$ cat src/rtl/uart_tx_arbiter_if.sv
// Handshake bundle between three byte sources, the arbiter and one UART transmitter.
// master = source/transmitter side, slave = arbiter side.
interface uart_tx_arbiter_if;
    logic [2:0]  src_req;
    logic [23:0] src_data;
    logic [2:0]  src_valid;
    logic [2:0]  src_last;
    logic [2:0]  src_ready;
    logic [2:0]  grant;
    logic        uart_start;
    logic [7:0]  uart_data;
    logic        uart_ready;
    logic        abort;

    modport master (
        output src_req, src_data, src_valid, src_last, uart_ready,
        input  src_ready, grant, uart_start, uart_data, abort
    );

    modport slave (
        input  src_req, src_data, src_valid, src_last, uart_ready,
        output src_ready, grant, uart_start, uart_data, abort
    );
endinterface

$ cat src/rtl/uart_tx_arbiter.sv
// Round-robin packet arbiter feeding three byte sources into a single UART transmitter.
// Optional header byte per packet enabled by defining UART_ARB_HEADER_EN.
module uart_tx_arbiter #(
    parameter int          TIMEOUT = 1023,
    parameter logic [7:0]  HDR_TAG = 8'hA0
) (
    input  logic               clk,
    input  logic               rst,
    uart_tx_arbiter_if.slave   bus
);
    localparam int CNT_W = $clog2(TIMEOUT + 1);

    typedef enum logic [2:0] {
        IDLE,
        HDR,
        FETCH,
        START,
        WAIT_BUSY,
        WAIT_DONE
    } state_t;

    state_t             state_q, state_d;
    logic [2:0]         grant_q, grant_d;
    logic [1:0]         owner_q, owner_d;
    logic [1:0]         last_owner_q, last_owner_d;
    logic               last_q, last_d;
    logic               uart_start_q, uart_start_d;
    logic [7:0]         uart_data_q, uart_data_d;
    logic               abort_q, abort_d;
    logic [CNT_W-1:0]   cnt_q, cnt_d;
    logic [CNT_W-1:0]   cnt_inc;
    logic [2:0]         src_ready_c;

    logic [7:0]         src_byte [3];
    logic               sel_valid;
    logic               sel_last;
    logic [7:0]         sel_byte;

    logic [1:0]         rr_base;
    logic [2:0]         rr_idx;
    logic [1:0]         pick_id;
    logic               pick_ok;

    generate
        for (genvar gi = 0; gi < 3; gi++) begin : g_src_byte
            assign src_byte[gi] = bus.src_data[8*gi +: 8];
        end
    endgenerate

    assign sel_valid = bus.src_valid[owner_q];
    assign sel_last  = bus.src_last[owner_q];
    assign sel_byte  = src_byte[owner_q];
    assign cnt_inc   = cnt_q + 1'b1;

    // Search order starts one past the previous owner so every requester gets a turn.
    always_comb begin
        rr_base = (last_owner_q == 2'd2) ? 2'd0 : last_owner_q + 2'd1;
        rr_idx  = 3'd0;
        pick_ok = 1'b0;
        pick_id = 2'd0;
        for (int k = 0; k < 3; k++) begin
            rr_idx = {1'b0, rr_base} + 3'(k);
            if (rr_idx >= 3'd3) begin
                rr_idx = rr_idx - 3'd3;
            end
            if (!pick_ok && bus.src_req[rr_idx[1:0]]) begin
                pick_ok = 1'b1;
                pick_id = rr_idx[1:0];
            end
        end
    end

    always_comb begin
        state_d      = state_q;
        grant_d      = grant_q;
        owner_d      = owner_q;
        last_owner_d = last_owner_q;
        last_d       = last_q;
        uart_start_d = 1'b0;
        uart_data_d  = uart_data_q;
        abort_d      = 1'b0;
        cnt_d        = '0;
        src_ready_c  = 3'b000;

        case (state_q)
            IDLE: begin
                if (pick_ok && bus.uart_ready) begin
                    grant_d = 3'b001 << pick_id;
                    owner_d = pick_id;
`ifdef UART_ARB_HEADER_EN
                    state_d = HDR;
`else
                    state_d = FETCH;
`endif
                end
            end

            // Start pulse for the header lands in the first WAIT_BUSY cycle.
            HDR: begin
                uart_data_d  = {HDR_TAG[7:2], owner_q};
                uart_start_d = 1'b1;
                last_d       = 1'b0;
                state_d      = WAIT_BUSY;
            end

            FETCH: begin
                src_ready_c = grant_q;
                if (sel_valid) begin
                    uart_data_d  = sel_byte;
                    uart_start_d = 1'b1;
                    last_d       = sel_last;
                    state_d      = START;
                end else begin
                    cnt_d = cnt_inc;
                    if (cnt_inc == CNT_W'(TIMEOUT)) begin
                        abort_d      = 1'b1;
                        grant_d      = 3'b000;
                        last_owner_d = owner_q;
                        state_d      = IDLE;
                    end
                end
            end

            START: begin
                state_d = WAIT_BUSY;
            end

            // The transmitter keeps uart_ready high one cycle past start; wait for the drop.
            WAIT_BUSY: begin
                if (!bus.uart_ready) begin
                    state_d = WAIT_DONE;
                end
            end

            WAIT_DONE: begin
                if (bus.uart_ready) begin
                    if (last_q) begin
                        grant_d      = 3'b000;
                        last_owner_d = owner_q;
                        state_d      = IDLE;
                    end else begin
                        state_d = FETCH;
                    end
                end
            end

            default: begin
                state_d = IDLE;
                grant_d = 3'b000;
            end
        endcase
    end

    always_ff @(posedge clk) begin
        if (rst) begin
            state_q      <= IDLE;
            grant_q      <= 3'b000;
            owner_q      <= 2'd0;
            last_owner_q <= 2'd2;
            last_q       <= 1'b0;
            uart_start_q <= 1'b0;
            uart_data_q  <= 8'h00;
            abort_q      <= 1'b0;
            cnt_q        <= '0;
        end else begin
            state_q      <= state_d;
            grant_q      <= grant_d;
            owner_q      <= owner_d;
            last_owner_q <= last_owner_d;
            last_q       <= last_d;
            uart_start_q <= uart_start_d;
            uart_data_q  <= uart_data_d;
            abort_q      <= abort_d;
            cnt_q        <= cnt_d;
        end
    end

    assign bus.src_ready  = src_ready_c;
    assign bus.grant      = grant_q;
    assign bus.uart_start = uart_start_q;
    assign bus.uart_data  = uart_data_q;
    assign bus.abort      = abort_q;
endmodule

$ cat src/flat_wrapper.sv
// flat-port wrapper written by rule: the top's interface ports become plain ports
module uart_tx_arbiter_flat 
#(
    parameter int          TIMEOUT = 1023,
    parameter logic [7:0]  HDR_TAG = 8'hA0
)
  (clk, rst, bus_src_req, bus_src_data, bus_src_valid, bus_src_last, bus_uart_ready, bus_src_ready, bus_grant, bus_uart_start, bus_uart_data, bus_abort);
  uart_tx_arbiter_if bus_i ();
  input  logic clk;
  input  logic rst;
  input wire logic [$bits(bus_i.src_req)-1:0] bus_src_req;
  input wire logic [$bits(bus_i.src_data)-1:0] bus_src_data;
  input wire logic [$bits(bus_i.src_valid)-1:0] bus_src_valid;
  input wire logic [$bits(bus_i.src_last)-1:0] bus_src_last;
  input wire logic [$bits(bus_i.uart_ready)-1:0] bus_uart_ready;
  output wire logic [$bits(bus_i.src_ready)-1:0] bus_src_ready;
  output wire logic [$bits(bus_i.grant)-1:0] bus_grant;
  output wire logic [$bits(bus_i.uart_start)-1:0] bus_uart_start;
  output wire logic [$bits(bus_i.uart_data)-1:0] bus_uart_data;
  output wire logic [$bits(bus_i.abort)-1:0] bus_abort;
  assign bus_i.src_req = bus_src_req;
  assign bus_i.src_data = bus_src_data;
  assign bus_i.src_valid = bus_src_valid;
  assign bus_i.src_last = bus_src_last;
  assign bus_i.uart_ready = bus_uart_ready;
  assign bus_src_ready = bus_i.src_ready;
  assign bus_grant = bus_i.grant;
  assign bus_uart_start = bus_i.uart_start;
  assign bus_uart_data = bus_i.uart_data;
  assign bus_abort = bus_i.abort;
  uart_tx_arbiter #(.TIMEOUT(TIMEOUT), .HDR_TAG(HDR_TAG)) u_core (.clk(clk), .rst(rst), .bus(bus_i));
endmodule
$ cat config.mk
export PLATFORM = sky130hd
export DESIGN_NAME = uart_tx_arbiter_flat
export DESIGN_NICKNAME = d
export VERILOG_FILES = /design/src/rtl/uart_tx_arbiter_if.sv /design/src/rtl/uart_tx_arbiter.sv /design/src/flat_wrapper.sv
export SDC_FILE = /design/constraint.sdc
export NUM_CORES = 1
export LEC_CHECK = 0
export CORE_ASPECT_RATIO = 0.6
export CORE_MARGIN = 2
export CORE_UTILIZATION = 50
export DETAILED_ROUTE_END_ITERATION = 12
export HOLD_SLACK_MARGIN = 0.06
export PLACE_DENSITY = 0.82
export SLEW_MARGIN = 0
export SYNTH_ARGS = -nofsm -noshare
export SYNTH_HDL_FRONTEND = slang
export SYNTH_SLANG_ARGS = --single-unit
$ cat constraint.sdc
create_clock -name clk -period 3.75 [get_ports clk]
set_input_delay 0.5625 -clock clk [delete_from_list [all_inputs] [get_ports clk]]
set_output_delay 0.5625 -clock clk [all_outputs]
set_load 0.03 [all_outputs]
---- Word-level counts from Yosys, hierarchy flattened ----
Index checks and enable logic that the tools add are counted.
W data, S select, Z words.
storage, ports and cells
  bits in registers ....................... 31
  output and inout bits ................... 16
  word-level logic and storage cells ...... 107
  bits of input ports ..................... 36
cells by class
  multiplexer cells ....................... 48
  order comparisons ....................... 8
  reduce and logical (&&, ||, !) cells .... 16
  equal/unequal tests ..................... 15
  bitwise operators ....................... 3
  shifts and indexed selects .............. 1
  add/subtract/negate cells ............... 7
operators with widths
  cell                     number
  $mux W3                  10
  $mux W2                  12
  $mux W8                  3
  $bmux W8 S2              1
  $pmux W8 S2              1
  $pmux W3 S5              1
  $lt A2 B3 Y1 const B     4
  $pmux W3 S4              1
  $mux W1                  11
  $add A10 B1 Y10 const B  1
  $bmux W1 S2              5
  $eq A10 B10 Y1 const B   1
  $ne A2 B1 Y1 const B     4
  $eq A3 B2 Y1 const B     2
  $eq A3 B3 Y1 const B     2
  $ge A3 B2 Y1 const B     2
  $ne A2 B2 Y1 const B     3
  $reduce_and A6 Y1        1
  $reduce_or A3 Y1         2
  $sub A2 B2 Y2 const B    3
  $reduce_and A5 Y1        1
  $pmux W1 S2              2
  $pmux W2 S2              1
  $reduce_and A2 Y1        2
  17 further kinds         22

---- Depth between registers and ports, before layout ----
  depth after elaboration ................. 16
  depth in mapped cells ................... 7
  gate-level depth less buffers ........... 6

---- Least setup slack after synthesis ----
No wires, ideal clock.
  kind .................................... reg2reg
  start point ............................. register u_core.cnt_q[2]
  end point ............................... register u_core.grant_q[0], in the netlist u_core.bus.grant[0]
  arrival ................................. 1.919 ns
  setup slack ............................. 1.759 ns
  clock period less this slack ............ 1.991 ns
  required time ........................... 3.678 ns
  path buffers ............................ 0
  library setup time ...................... 0.072 ns
  cell stages (with the launch flop) ...... 6
  cells stage by stage .................... dfxtp_1 -> nand3_2 -> or3_4 -> a2111o_1 -> o41ai_4 -> mux2i_1
on the way
  cells in the longest elaborated chain, start to end .. 4
ends and longest elaborated chain
  what                         line                    source
  start: declaration           uart_tx_arbiter.sv:30   logic [CNT_W-1:0] cnt_q, cnt_d;
  start signal: assignment     uart_tx_arbiter.sv:174  cnt_q <= cnt_d;
  $add A10 B1 Y10              uart_tx_arbiter.sv:53   assign cnt_inc = cnt_q + 1'b1;
  $eq A10 B10 Y1               uart_tx_arbiter.sv:115  if (cnt_inc == CNT_W'(TIMEOUT)) begin
  $ne A2 B1 Y1 (no line)       n/a
  $reduce_and A6 Y1 (no line)  n/a
  end signal: assignment       uart_tx_arbiter.sv:167  grant_q <= grant_d;
  end: declaration             uart_tx_arbiter.sv:23   logic [2:0] grant_q, grant_d;
No other way between the ends.
A chain may end at the register's enable or synchronous reset.

---- Worst setup path in the final report ----
  start point ............................. register u_core.state_q[1]
  end point ............................... output bus_src_ready[2]
on the way
  cells in the longest elaborated chain, start to end .. 2
ends and longest elaborated chain
  what                      line                    source
  start: declaration        uart_tx_arbiter.sv:22   state_t state_q, state_d;
  start signal: assignment  uart_tx_arbiter.sv:166  state_q <= state_d;
  $eq A3 B2 Y1              uart_tx_arbiter.sv:85   case (state_q)
  $mux W3                   uart_tx_arbiter.sv:85
  end: declaration          flat_wrapper.sv:16      output wire logic [$bits(bus_i.src_ready)-1:0] bus_src_ready;
No other way between the ends.

==> flow_results.org <==
** Status
- Outcome :: completed

** Logic synthesis
- Of the total synthesized cell area, the portion taken by AND, OR, NAND and NOR gates is 26.1%.
- In this run the biggest area consumer among cell types represents 36.0% of the synthesized area.
- Mux cell area share after synthesis :: 5.81%
- The synthesized netlist devotes 22.9% of its cell area to compound gates.
- The synthesized design contains 0 enable-type register cells.
- Of the total synthesized cell area, the portion taken by XOR and XNOR cells is roughly 3.6%.
- Yosys attributes the largest share of cell area to sky130_fd_sc_hd__dfxtp_1, sky130_fd_sc_hd__mux2i_1, sky130_fd_sc_hd__a21oi_1.
- Counting every net in the synthesized netlist gives 255.
- Synthesized instance count :: about 220
- Synth Flop Type :: sky130_fd_sc_hd__dfxtp_1
- Average cell area after synthesis :: 7.94 sq um
- Combinational family with the most area after synthesis :: simple AND/OR/NAND/NOR gates
- Yosys printed 0 warnings.
- Count of state elements after synthesis :: 31
- Share of synthesized area occupied by flip-flops and latches :: between 30% and 40%
- Post-synthesis adder-cell area fraction :: 1.45%
- The biggest area contributor in the post-synthesis netlist is sky130_fd_sc_hd__dfxtp_1.
- Post-synthesis cell area :: 1720 sq um
- In the synthesized netlist the async set-or-reset flop fraction comes to 0%.
- Netlist cell types :: 45

** Setup path
- Crit path launch type :: flip-flop
- STA classifies the critical path endpoint as an output pin.
- Critical-path maximum fanout :: 12
- Arrival @ worst endpoint :: approximately 2.1 ns
- Walking the worst path, the cells encountered are nor3b_1, buf_4, and2_1, clkdlybuf4s50_1.
- Critical Setup Path Class :: reg -> out
- Library cell contributing the largest single delay on the critical path :: sky130_fd_sc_hd__clkdlybuf4s50_1
- Stage delay of the slowest cell on the critical path :: 0.67 ns
- Data on the critical path is required at its endpoint by around 3.2 ns.

** Clock network
- Number of buffers inserted to repair setup after CTS :: 0
- Clock H-tree levels :: 2
- Number of cells upsized or downsized after cts :: 0
- Counting the buffers created by CTS gives 5.
- TritonCTS built the clock tree.
- Clk slew on worst S/H paths :: around 0.060 ns
- Counting every sink on the clock net gives 31.
- Clock Path Buffers :: 2
- The tree is rooted in a sky130_fd_sc_hd__clkbuf_8.
- The later pin in the worst-skew pair is clocked with a latency of 0.28 ns.
- Number of buffers inserted for hold repair after clock tree synthesis :: 0

** Global routing
- Summed over all layers, the global routing overflow is 0.
- Pin count of the biggest net entering global routing :: 22
- Aggregate global-route resource usage :: 25.6%
- The first global-routing pass estimated 7870 um of wire.
- The initial antenna violation count is 0.
- The number of global-route vias before repair came to 1,606.

** Timing
- Setup repair after global routing left no endpoint under its margin.
- Clock skew after layout :: between 0.004 and 0.005 ns
- In the post-route analysis, the smallest setup slack over all paths is around 1.1 ns.
- Fraction of the cycle the final worst path needs :: between 70% and 80%
- Hold Fails Final Rpt :: 0
- Aggregate negative setup slack :: 0 ns
- Setup Viol. Count Final :: 0
- Final period demand of the worst path :: between 2 and 3 ns
- Count of final max-slew check failures :: 0
- Measured against its own limit, the worst slew margin works out to 51.0%.
- At the pin with the least slew margin, the transition time is 0.732 ns.
- Maximum clock rate :: 378 MHz

** Flow run
- Max-cap violations in this run came to 0.

** Pwr
- Overall Power :: 0.800 mW
- Net switching is between 20% and 30% of the power.
- IR analysis of the VDD net gives a maximum drop of around 0.00032 V.
- The analysis attributes to net switching a power of 0.238 mW.
- Internal power comes to 0.562 mW.
- Of the total power, registers draw around 46%.
- Combinational cell fraction of total power :: 24.6%
- Clock network fraction of design power :: between 20 and 30%
- Cell Pwr Density :: 342 nW/um^2
- Summed over all cells, the static leakage comes to 0.774 nW.

** Min path
- Worst min-delay path category :: reg -> reg

** Detailed routing
- Top routing layer in use :: met4
- Summed over all nets, wire length on met3 after detailed routing comes to 379 um.
- Detail Route Antenna Nets :: 0
- Number of remaining DRC errors :: 0
- In the final routed layout, each cell accounts on average for 15.8 um.
- Before antenna repair, the detailed router went through 4 iterations.
- Via count :: 1,814
- 1st-iter DRT viols :: 184
- The routed design has 4930 um of wire.
- After detailed routing, the number of vias per cell comes to roughly 6.
- For this block, wires on met1 add up to between 2000 and 3000 um.
- The routed design uses 1960 um of met2 wire.

** Place
- Routability-driven placement finished with a final weighted congestion of 0.843.
- Number of buffers inserted by port buffering :: 51
- The HPWL after detailed placement is 3830 um.
- Placed cell area :: 2270 sq um
- Setup slack at placement :: 1.41 ns

** Floorplanning
- The die covers 3950 sq um.
- For this design the top-level I/O count stands at 52.
- The initial utilization of the core area, before any placement, comes to 52.5%.
- Measured along the y axis, the die boundary spans slightly below 50 um.
- The core region is 3280 sq um.
- In this run the core area contains 16 standard-cell rows.
- Floorplan die width :: roughly 80 um

** Layout
- The repair_antennas step left the layout with diodes totalling 0.
- Relative to the synthesized area, the layout overhead comes to 35.8%.
- Final non-filler cell area :: 2340 sq um
- Final nets :: approximately 300
- Of the cells placed in the final design, the portion with a size suffix greater than 1 is under 10%.
cells by family (layout without fill, tap and decap cells):
group,Yosys count,count (layout)
fa+ha+maj,2,2
buf+inv,19,68
xor+xnor,7,7
mux,10,10
flops,31,31
compound gates,61,61
simple gates,87,87
cell usage in the layout, fill, tap and decap left out, drive strengths merged, types with 2 or more instances in the layout:
master and n:
clkdlybuf4s50 51, dfxtp 31, nor2 20, a21oi 19, nand2 16, o21ai 16, nand3 11, mux2i 10
inv 9, nand4 9, nor3 8, clkbuf 6, nor2b 5, xnor2 5, and2 4, o22ai 4
o21a 4, nand2b 3, a31oi 3, nor3b 2, xor2 2, o211ai 2, nor4 2, a22oi 2
ha 2, buf 2, or3 2, and3 2
per-stage QoR:
step,utilization (%),std cells,hold WS (ns)
after floorplan,-,217,0.453
after global placement,69.1,305,0.450
after detailed placement,69.1,305,0.454
after CTS,71.3,311,0.468
after global routing,71.3,311,0.501
final,71.3,311,0.467
flip-flops by register name, summed over array words and instances, names as in the netlist:
signal                 count
u_core.bus.abort           1
u_core.owner_q             2
u_core.bus.uart_start      1
u_core.cnt_q              10
u_core.state_q             3
u_core.last_owner_q        2
u_core.last_q              1
u_core.bus.uart_data       8
u_core.bus.grant           3
cells in the mapped netlist (all sizes together) (4+ instances only):
cell and number:
mux2i 10, nor2 20, o21a 4, clkbuf 9, xnor2 5, nand3 11
a21oi 19, nand4 9, nor3 8, dfxtp 31, o22ai 4, nand2 16
nor2b 5, and2 4, inv 9, o21ai 16
critical path, delay by kind of cell, from the launching register on:
kind / cells / cell delay (ns)
buffers and inverters: 2 / 0.89
flip-flops: 1 / 0.53
AND/OR/NAND/NOR: 2 / 0.39
power groups by stage:
stage | Clock, mW | Combinational (mW) | Sequential [mW]
floorplan | 0 | 0.0957 | 0.383
global placement | 0 | 0.191 | 0.372
detailed placement | 0 | 0.194 | 0.373
CTS | 0.235 | 0.195 | 0.366
global route | 0.247 | 0.212 | 0.369
finish | 0.237 | 0.197 | 0.366
worst paths after layout:
path / startpoint / slack (ns) / to / depth (start not counted)
setup / recovery: u_core.state_q[1]$_SDFFE_PP0P_ / 1.10 / bus_src_ready[2] / 4
hold / removal: u_core.bus.uart_data[5]$_SDFFE_PP0P_ / 0.47 / u_core.bus.uart_data[5]$_SDFFE_PP0P_ / 1
setup reg to reg: u_core.cnt_q[2]$_SDFF_PP0_ / 1.46 / u_core.bus.grant[0]$_SDFFE_PP0P_ / 5
hold reg to reg: u_core.bus.uart_data[5]$_SDFFE_PP0P_ / 0.47 / u_core.bus.uart_data[5]$_SDFFE_PP0P_ / 1
metal layers:
| metal | vias to the layer above | track usage (%) |
|---|---|---|
| li1 | 891 | - |
| met1 | 846 | 41.5 |
| met2 | 73 | 32.9 |
| met3 | 4 | 7.33 |
| met4 | 0 | 4.24 |
| met5 | - | 0 |
area by class of cell:
class                   count  area [sq um]
multi-input cells         167          1030
fillers                   271           943
flip-flops and latches     31           621
repair buffers             53           526
clock buffers               6          72.6
well taps                  45          56.3
inverters                   9          33.8
No activity file was read; power rests on OpenSTA's default activity.
